$ cat src/rtl/irq_request_controller_pkg.sv
// Shared constants for the interrupt request controller: register map,
// FSM state encodings and CAUSE register layout.
package irq_pkg;

  localparam logic [1:0] REG_ENABLE  = 2'd0;
  localparam logic [1:0] REG_PENDING = 2'd1;
  localparam logic [1:0] REG_CAUSE   = 2'd2;
  localparam logic [1:0] REG_EDGE    = 2'd3;

  localparam logic [1:0] IDLE       = 2'd0;
  localparam logic [1:0] REQUEST    = 2'd1;
  localparam logic [1:0] IN_SERVICE = 2'd2;
  localparam logic [1:0] COMPLETE   = 2'd3;

  localparam int CAUSE_VALID_BIT = 31;

endpackage

$ cat src/rtl/irq_request_controller_edge_detect.sv
// Per-source input conditioning: optional 2-flop synchronizer (IRQ_SYNC_EN),
// previous-value register and rising-edge pulse.
module irq_edge_detect (
  input  logic I_clk,
  input  logic I_rst,
  input  logic I_irq,
  output logic O_level,
  output logic O_rise
);

  logic prev_q;

`ifdef IRQ_SYNC_EN
  logic [1:0] sync_q;

  always_ff @(posedge I_clk or posedge I_rst) begin
    if (I_rst) sync_q <= '0;
    else       sync_q <= {sync_q[0], I_irq};
  end

  assign O_level = sync_q[1];
`else
  assign O_level = I_irq;
`endif

  // NOTE: sequential state uses non-blocking assignments so every flop samples
  // pre-edge values regardless of statement order.
  always_ff @(posedge I_clk or posedge I_rst) begin
    if (I_rst) prev_q <= 1'b0;
    else       prev_q <= O_level;
  end

  assign O_rise = O_level & ~prev_q;

endmodule

$ cat src/rtl/irq_request_controller.sv
// Interrupt request controller: latches pending sources, masks, picks the
// lowest enabled index and hands it to the handler FSM. Optional macro: IRQ_SYNC_EN.
module irq_request_controller
  import irq_pkg::*;
#(
  parameter int NUM_SOURCES = 4,
  parameter int ID_BITS     = 2,
  parameter int DATA_BITS   = 32
) (
  input  logic                   I_clk,
  input  logic                   I_rst,
  input  logic [NUM_SOURCES-1:0] I_irq,
  input  logic                   I_wr_en,
  input  logic [1:0]             I_addr,
  input  logic [DATA_BITS-1:0]   I_wr_data,
  output logic [DATA_BITS-1:0]   O_rd_data,
  input  logic                   I_interrupt_happening,
  input  logic                   I_interrupt_done,
  output logic                   O_request,
  output logic [ID_BITS-1:0]     O_cause_id,
  output logic                   O_cause_valid
);

  logic [NUM_SOURCES-1:0] enable_q, edge_mode_q, pending_q, pending_d;
  logic [NUM_SOURCES-1:0] level, rise, w1c, svc_clr, eligible;
  logic [ID_BITS-1:0]     winner;
  logic [1:0]             state_q;
  logic                   unused_wr_data;

  assign unused_wr_data = ^I_wr_data[DATA_BITS-1:NUM_SOURCES];

  for (genvar g = 0; g < NUM_SOURCES; g++) begin : g_src
    irq_edge_detect u_edge (
      .I_clk   (I_clk),
      .I_rst   (I_rst),
      .I_irq   (I_irq[g]),
      .O_level (level[g]),
      .O_rise  (rise[g])
    );
  end

  assign w1c = (I_wr_en && I_addr == REG_PENDING) ? I_wr_data[NUM_SOURCES-1:0] : '0;

  // Served edge source is retired on every COMPLETE cycle; a fresh rise in the
  // same cycle still wins because the set term is ORed in last.
  assign svc_clr = (state_q == COMPLETE)
                 ? ((NUM_SOURCES'(1) << O_cause_id) & edge_mode_q) : '0;

  assign pending_d = (edge_mode_q & ((pending_q & ~w1c & ~svc_clr) | rise))
                   | (~edge_mode_q & level);

  assign eligible = pending_q & enable_q;

  // NOTE: every variable written in always_comb gets a default first, so no
  // path leaves it unassigned and no latch is inferred.
  always_comb begin
    winner = '0;
    for (int i = NUM_SOURCES - 1; i >= 0; i--) begin
      if (eligible[i]) winner = ID_BITS'(i);
    end
  end

  always_ff @(posedge I_clk or posedge I_rst) begin
    if (I_rst) begin
      enable_q    <= '0;
      edge_mode_q <= '0;
      pending_q   <= '0;
    end else begin
      pending_q <= pending_d;
      if (I_wr_en && I_addr == REG_ENABLE) enable_q    <= I_wr_data[NUM_SOURCES-1:0];
      if (I_wr_en && I_addr == REG_EDGE)   edge_mode_q <= I_wr_data[NUM_SOURCES-1:0];
    end
  end

  always_ff @(posedge I_clk or posedge I_rst) begin
    if (I_rst) begin
      state_q       <= IDLE;
      O_request     <= 1'b0;
      O_cause_id    <= '0;
      O_cause_valid <= 1'b0;
    end else begin
      case (state_q)
        IDLE: begin
          if (eligible != '0) begin
            O_cause_id    <= winner;
            O_cause_valid <= 1'b1;
            O_request     <= 1'b1;
            state_q       <= REQUEST;
          end
        end
        // Cause stays frozen from here on; later arrivals never preempt.
        REQUEST: begin
          if (I_interrupt_happening) begin
            O_request <= 1'b0;
            state_q   <= IN_SERVICE;
          end
        end
        IN_SERVICE: begin
          if (I_interrupt_done) state_q <= COMPLETE;
        end
        COMPLETE: begin
          if (!I_interrupt_happening) begin
            O_cause_valid <= 1'b0;
            state_q       <= IDLE;
          end
        end
        default: begin
          O_request     <= 1'b0;
          O_cause_valid <= 1'b0;
          state_q       <= IDLE;
        end
      endcase
    end
  end

  always_comb begin
    O_rd_data = '0;
    case (I_addr)
      REG_ENABLE:  O_rd_data[NUM_SOURCES-1:0] = enable_q;
      REG_PENDING: O_rd_data[NUM_SOURCES-1:0] = pending_q;
      REG_CAUSE: begin
        O_rd_data[CAUSE_VALID_BIT] = O_cause_valid;
        O_rd_data[ID_BITS-1:0]     = O_cause_id;
      end
      default:     O_rd_data[NUM_SOURCES-1:0] = edge_mode_q;
    endcase
  end

endmodule

$ cat config.mk
export PLATFORM = sky130hd
export DESIGN_NAME = irq_request_controller
export DESIGN_NICKNAME = d
export VERILOG_FILES = /design/src/rtl/irq_request_controller_pkg.sv /design/src/rtl/irq_request_controller_edge_detect.sv /design/src/rtl/irq_request_controller.sv
export SDC_FILE = /design/constraint.sdc
export NUM_CORES = 1
export LEC_CHECK = 0
export CAP_MARGIN = 10
export CORE_ASPECT_RATIO = 1.2
export CORE_MARGIN = 1.5
export CORE_UTILIZATION = 40
export CTS_CLUSTER_SIZE = 28
export DETAILED_ROUTE_END_ITERATION = 6
export GPL_ROUTABILITY_DRIVEN = 0
export GPL_TIMING_DRIVEN = 0
export PLACE_DENSITY_LB_ADDON = 0.08
export SLEW_MARGIN = 10
export SYNTH_ARGS = -nofsm -noshare
export SYNTH_HDL_FRONTEND = slang
export SYNTH_SLANG_ARGS = --single-unit
$ cat constraint.sdc
create_clock -name I_clk -period 3.6 [get_ports I_clk]
set_clock_uncertainty 0.1 [all_clocks]
set_input_delay 0.72 -clock I_clk [delete_from_list [all_inputs] [get_ports I_clk]]
set_output_delay 0.72 -clock I_clk [all_outputs]
set_load 0.05 [all_outputs]
* Word level (Yosys, flattened, before mapping)
Index checks and enable logic that the tools add are counted.
** Storage, ports and cells
- Bits in registers :: 22
- Output and inout bits :: 36
- Logic and storage cells :: 72
** Operators by class
- Reductions and logical operators :: 12
- Shift operators :: 1
- Mux-type cells :: 19
- Bitwise logic cells :: 19
- Eq/ne operators :: 10
** Operator list (count)
- $and 4x4->4 :: 6
- $mux 2 :: 8
- $not 4->4 :: 3
- $pmux 2 s3 :: 2
- $eq 2x2->1 const B :: 4
- $mux 4 :: 2
- $ne 2x2->1 const B :: 4
- $or 4x4->4 :: 2
- $pmux 2 s4 :: 1
- $reduce_and 3->1 :: 2
- $and 1x1->1 :: 4
- $eq 2x1->1 const B :: 2
- $logic_not 2->1 :: 2
- $mux 1 :: 4
- $not 1->1 :: 4
- $pmux 1 s2 :: 2
- $reduce_and 4->1 :: 1
- $reduce_bool 2->1 :: 2
- $reduce_bool 4->1 :: 1
- $shl 1x2->4 const A :: 1
- $logic_and 1x1->1 :: 3
- $reduce_and 2->1 :: 1

* Logic depth before layout (Yosys ltp)
Gate-level depths: netlist of run 1.
- Depth in word-level cells :: 9
- Mapped depth :: 6

* Cells and area by module
Synthesis of run 1 repeated with hierarchy kept, for this count alone.
** Second synthesis, totals
- Cells, all modules :: 135
- Area total of the unflattened synthesis :: 1433.9 µm²
** Modules (own cells, without submodules)
- irq_request_controller :: times used 1, area an instance 1233.7 µm², cells an instance 119, sequential area each 450.4 µm²
- irq_edge_detect :: times used 4, area an instance 50.0 µm², cells an instance 4, sequential area each 25.0 µm²

* Least setup slack after synthesis of run 1
Ideal clock, no wire load.
- Path type :: input-to-output
- From :: in I_addr[0]
- To :: out O_rd_data[2]
- Stages on the path :: 3
- Setup slack :: 673 ps
- Data required time :: 2780 ps
- Data arrival time :: 2107 ps
- Cell sequence :: buf_2 mux2i_1 o21ai_0
** On the way
- Longest elaborated chain between the ends :: 2
- Elaborated cells on any way between the ends :: 4
- Those cells by class :: eq/ne (2); mux (1); reduce/logical (1)
** RTL lines
- from (decl) :: RTL line irq_request_controller.sv:14 : input logic [1:0] I_addr,
- $eq 2x2->1, or another cell as far along :: RTL line irq_request_controller.sv:118 : case (I_addr)
- $pmux 2 s3 (*) :: RTL line irq_request_controller.sv:118
- to (decl) :: RTL line irq_request_controller.sv:16 : output logic [DATA_BITS-1:0] O_rd_data,
Mark *: on every way between the ends. The rest lies on a longest branch, timed or not.

* Worst setup path in the final report of run 1
- From :: in I_addr[0]
- To :: out O_rd_data[1]
The elaborated chain is that of the path after synthesis.

==> results_dict.tcl, run 1 <==
set metrics [dict create \
    status "complete, no violations" \
    synth_compound_area_share_pct 10.3 \
    slew_violations 0 \
    via_per_inst 4.57 \
    cts_setup_buffers 0 \
    crit_chain "buf_2 -> mux4_2 -> clkdlybuf4s50_1" \
    drive_gt1_share_pct 27.5 \
    drtAntennaViolNets 0 \
    fmax_mhz 331 \
    hp-start "g_src[1].u_edge.prev_q" \
    ir_worst_vdd_mv 0.426 \
    netlist_area_um2 1330 \
    power_switching_w 0.000458 \
    finalSetupViolCount 0 \
    grt_usage_pct 14.4 \
    vias 978 \
    nets 226 \
    initial_core_util_pct 42.8 \
    fp.dieW_um 55.6 \
    ios 79 \
    p_int_w 0.000635 \
    clk_path_buf_depth 2 \
    yosys.area_share.adder_pct 3.76 \
    clkPwrFrac_pct 17.1 \
    criticalPathCategory "primary input to primary output" \
    drt_iter0_markers 21 \
    cp.buffers_inverters 2 \
    rsz0062_at_grt "false" \
    hp-class "flop to flop" \
    swShare_pct 41.9 \
    ys_seq_elements 22 \
    preCtsSetupSlack_ps 582 \
    tightest_slew_ps 833 \
    synth_warnings 0 \
    reg2reg_to "state_q[1]" \
    fin_ws_ps 576 \
    io_buffers 21 \
    synth_cell_types 29 \
    rows 22 \
    wl_per_cell_um 11.3 \
    syn_inst 127 \
    maxCapViolCount 0 \
    dp.cells 210 \
    dieArea_um2 3680 \
    numCtsBuffers 3 \
    clk_latency_ps 300 \
    r2r_setup_slack_ps 1870 \
    diodes 0 \
    whs_ps 410 \
    crit_required_ps 2780 \
    hold_buffers 0 \
    worstPathMaxFanout 10 \
    cts_tree "done" \
    worstSetupStartpointType "primary input" \
    grt_pass1_vias 936 \
    cp-end-kind "primary output" \
    yosys.area_share.simple_pct 11.9 \
    die_h_um 66.2 \
    routed_wirelength_um 2430 \
    holdPathEnd "pending_q[1]" \
    min_period_ps 3020 \
    synth_top_area_share_pct 41.4 \
    critical_path.max_stage_delay_ps 710 \
    muxShareOfSynthArea_pct 14.4 \
    detail_route.first_pass.iterations 4 \
    avgSynthCellArea_um2 10.5 \
    rr_worst_depth 6 \
    htreeDepth 1 \
    power_frac_comb_pct 48.2 \
    synthXorXnorAreaFrac_pct 0 \
    root_buffer "clkbuf_4" \
    fin_util_pct 55.8 \
    crit_family "buffers and inverters" \
    maxSlewHeadroom_pct 44.4 \
    powerDensity_nw_per_um2 630 \
    synth_top_area_cell "dfrtp_1" \
    path_clk_slew_ps 120 \
    hpwl_um 1870 \
    synth_area_leaders "dfrtp_1 (41%), buf_4 (15%), mux2_2 (6.8%), nand2_1 (4.5%), ha_1 (3.8%)" \
    critPathSlowestCell "clkdlybuf4s50_1" \
    drc 0 \
    arrival_ps 2200 \
    hold_viol_final 0 \
    cts-resized-gates 0 \
    fin_crit_sh_pct 84.0 \
    p_leak_nw 0.858 \
    synth_top_family_by_area "buffers and inverters" \
    grt_max_degree 23 \
    timing.rr.start "state_q[0]" \
    power_frac_seq_pct 34.7 \
    syn2layout_area_growth_pct 30.5 \
    core-area_um2 3110 \
    ys_seq_area_share_pct 41.4 \
    fin_cells 214 \
    antenna_found_initial 0 \
    cts_sinks 22 \
    whs_path_depth 3 \
    setup_tns_ps 0 \
    overflow 0 \
    grt_pass1_wl_um 4110 \
]
[sequential cells by signal, indices dropped and copies added (netlist names)]
| register | cells |
|---|---|
| enable_q | 4 |
| O_request | 1 |
| O_cause_valid | 1 |
| O_cause_id | 2 |
| state_q | 2 |
| edge_mode_q | 4 |
| g_src.u_edge.prev_q | 4 |
| pending_q | 4 |
[stage by stage]
step	cell area [um^2]	power, W
6_report	1740	0.00109
2_1_floorplan	1430	0.000777
3_3_place_gp	1680	0.000900
4_1_cts	1740	0.00111
5_1_grt	1740	0.00116
3_5_place_dp	1680	0.000915
[cells by family after synthesis]
| group | count (synthesis) |
|---|---|
| flip-flops | 22 |
| adder cells (fa/ha/maj) | 4 |
| other | 1 |
| buffers and inverters | 36 |
| multiplexers | 15 |
| AO/OA/AOI/OAI | 20 |
| AND/OR/NAND/NOR | 29 |
[synth_stat cells]
cell type / number
buf_4: 27
ha_1: 4
o311ai_0: 1
nand3_1: 4
a22o_2: 1
mux2_1: 1
a32oi_1: 1
mux4_2: 2
or2_1: 1
o2111ai_1: 1
nand3b_1: 1
a21oi_1: 6
mux2_4: 1
o32a_1: 1
nand2_1: 16
buf_2: 2
inv_1: 7
and3b_1: 2
mux2i_1: 3
conb_1: 1
o21ai_0: 7
mux2_2: 8
nand4_1: 2
dfrtp_1: 22
nor3_4: 1
nor2_2: 1
a21o_1: 1
a22o_4: 1
nor3b_2: 1
[final cells by class]
| type | instances | area, um^2 |
|---|---|---|
| plain buffers | 29 | 213 |
| clock buffers | 3 | 22.5 |
| clock inverters | 1 | 30.0 |
| fillers | 302 | 1380 |
| inverters | 7 | 26.3 |
| multi-input cells | 95 | 638 |
| flip-flops and latches | 22 | 551 |
| well taps | 36 | 45.0 |
| repair buffers | 21 | 210 |
[layout by cell type, fill, tap and decap left out, types with 2 or more instances in the layout]
cell type / n
o21ai_0: 7
nand3_1: 4
buf_4: 27
mux2i_1: 3
clkbuf_4: 3
clkdlybuf4s50_1: 21
ha_1: 4
nand2_1: 16
mux2_2: 8
and3b_1: 2
dfrtp_1: 22
nand4_1: 2
a21oi_1: 6
buf_2: 2
conb_1: 27
inv_1: 7
mux4_2: 2
[worst max path at each step]
stage | startpoint | endpoint | slack (ps) | depth (start not counted)
after floorplan | I_addr[0] | O_rd_data[2] | 670 | 3
after global placement | I_addr[0] | O_rd_data[1] | 570 | 3
after detailed placement | I_addr[0] | O_rd_data[0] | 580 | 3
after CTS | I_addr[0] | O_rd_data[1] | 570 | 3
after global routing | I_addr[0] | O_rd_data[1] | 530 | 3
final | I_addr[0] | O_rd_data[1] | 580 | 3
[worst register-to-register path, stage by stage, from the launching register on]
cell and delay, ps:
dfrtp_1 430, inv_1 90, ha_1 290, inv_1 110, nor3_4 230, nor2_2 70, mux2_4 300
[routing by layer]
layer	part of all wire, %	global-route usage (%)	up-vias
met2	51	25.6	42
li1	-	-	487
met4	0.87	6.40	0
met3	8.9	3.13	2
met5	0	0	-
met1	39	16.5	447
[power groups by stage]
stage | clock [W] | sequential (W) | combinational (W)
after floorplan | 0 | 0.000427 | 0.000350
after global placement | 0 | 0.000381 | 0.000519
after detailed placement | 0 | 0.000386 | 0.000529
after CTS | 0.000195 | 0.000380 | 0.000532
after global routing | 0.000202 | 0.000391 | 0.000568
final | 0.000187 | 0.000379 | 0.000527
No activity file was read; power rests on OpenSTA's default activity.
==> inputs of run 2 (changes only) <==
CORE_UTILIZATION = 37   (was 40)
clock period = 2.9 ns   (was 3.6 ns; I/O delays follow)
==> results_dict.tcl, run 2 (synthesized netlist as in run 1, its figures left out) <==
set metrics [dict create \
    syn2layout_area_growth_pct 30.8 \
    clk_latency_ps 260 \
    crit_required_ps 2220 \
    hp-class "flop to flop" \
    rr_worst_depth 6 \
    path_clk_slew_ps 80 \
    whs_path_depth 3 \
    grt_usage_pct 13.4 \
    fin_crit_sh_pct 94.8 \
    fmax_mhz 364 \
    holdPathEnd "pending_q[1]" \
    detail_route.first_pass.iterations 7 \
    crit_family "buffers and inverters" \
    root_buffer "clkbuf_8" \
    crit_chain "buf_2 -> mux4_2 -> clkdlybuf4s50_1" \
    drt_iter0_markers 25 \
    hpwl_um 1890 \
    clk_path_buf_depth 2 \
    ios 79 \
    hold_buffers 0 \
    grt_pass1_vias 880 \
    hold_viol_final 0 \
    ir_worst_vdd_mv 0.386 \
    critPathSlowestCell "clkdlybuf4s50_1" \
    top_layer "met4" \
    cts_sinks 22 \
    final_area_um2 1740 \
    placed_cell_area_um2 1680 \
    dieArea_um2 3960 \
    violations "design-rule violations" \
    overflow 0 \
    diodes 0 \
    maxSlewHeadroom_pct 43.7 \
    tightest_slew_ps 844 \
    vias 983 \
    worstPathMaxFanout 10 \
    cp.buffers_inverters 2 \
    fin_util_pct 51.2 \
    p_leak_nw 0.859 \
    maxCapViolCount 0 \
    final_cell_mix "buf_4 (27), conb_1 (27), dfrtp_1 (22)" \
    htreeDepth 1 \
    reg2reg_to "state_q[1]" \
    critical_path.max_stage_delay_ps 720 \
    cts_tree "done" \
    rows 23 \
    cts-resized-gates 0 \
    setup_tns_ps 0 \
    routed_wirelength_um 2540 \
    power.total_w 0.00135 \
    core-area_um2 3400 \
    arrival_ps 2070 \
    worstSetupStartpointType "primary input" \
    startpoint "I_addr[0]" \
    cts_setup_buffers 0 \
    grt_pass1_wl_um 3940 \
    criticalPathCategory "primary input to primary output" \
    wl_met3_um 193 \
    io_buffers 21 \
    wl_per_cell_um 11.8 \
    via_per_inst 4.57 \
    die_h_um 68.7 \
    nets 226 \
    timing.rr.start "state_q[0]" \
    slew_violations 0 \
    drtAntennaViolNets 0 \
    hp-start "g_src[1].u_edge.prev_q" \
    r2r_setup_slack_ps 1170 \
    initial_core_util_pct 39.2 \
    cp-end-kind "primary output" \
    drive_gt1_share_pct 27.5 \
    drc 8 \
    fp.dieW_um 57.7 \
    grt_max_degree 23 \
    powerDensity_nw_per_um2 775 \
    whs_ps 399 \
    wl_met2_um 1250 \
    status "finished with violations" \
    antenna_found_initial 0 \
    finalSetupViolCount 0 \
    rsz0062_at_grt "false" \
    numCtsBuffers 3 \
    met1_length_um 1050 \
    min_period_ps 2750 \
]
==> run 2: cell types whose count changed in the layout (fill, tap and decap cells not counted), sizes merged <==
cell    previous run  this run
bufinv             1         0
clkbuf             3         4
==> run 2: layout make-up <==
cell class / count / area (um^2)
Buffer: 29 / 213
Clock buffer: 4 / 55.1
Fill cell: 334 / 1660
Inverter: 7 / 26.3
Multi-Input combinational cell: 95 / 638
Sequential cell: 22 / 551
Tap cell: 37 / 46.3
Timing Repair Buffer: 21 / 210
==> run 2: layer usage <==
metal | track usage [%] | vias up
met3 | 2.43 | 4
met2 | 24.3 | 37
met4 | 7.27 | 0
met5 | 0 | -
li1 | - | 490
met1 | 14.9 | 452
==> run 2: how the worst max path moves through the flow <==
stage	end	cells after the start
after floorplan	O_rd_data[2]	3
after global placement	O_rd_data[0]	3
after detailed placement	O_rd_data[1]	3
after CTS	O_rd_data[0]	3
after global routing	O_rd_data[0]	3
final	O_rd_data[0]	3
==> run 2: through the flow <==
step / setup slack, ps / std cells
finish: 150 / 215
detailed placement: 152 / 211
CTS: 143 / 215
floorplan: 253 / 153
global route: 91.2 / 215
global placement: 139 / 211
==> run 2: tightest hold or removal path: cells and delay by family (launching register included) <==
| family | cells | cell delay, ps |
|---|---|---|
| AND/OR/NAND/NOR | 3 | 140 |
| flip-flops | 1 | 330 |
==> run 2: power breakdown <==
| part | internal, W | switching [W] | leakage [nW] |
|---|---|---|---|
| Clock | 0.000121 | 0.0000991 | 0.0288 |
| Sequential | 0.000382 | 0.0000876 | 0.256 |
| Combinational | 0.000267 | 0.000390 | 0.574 |
| Total | 0.000770 | 0.000577 | 0.859 |
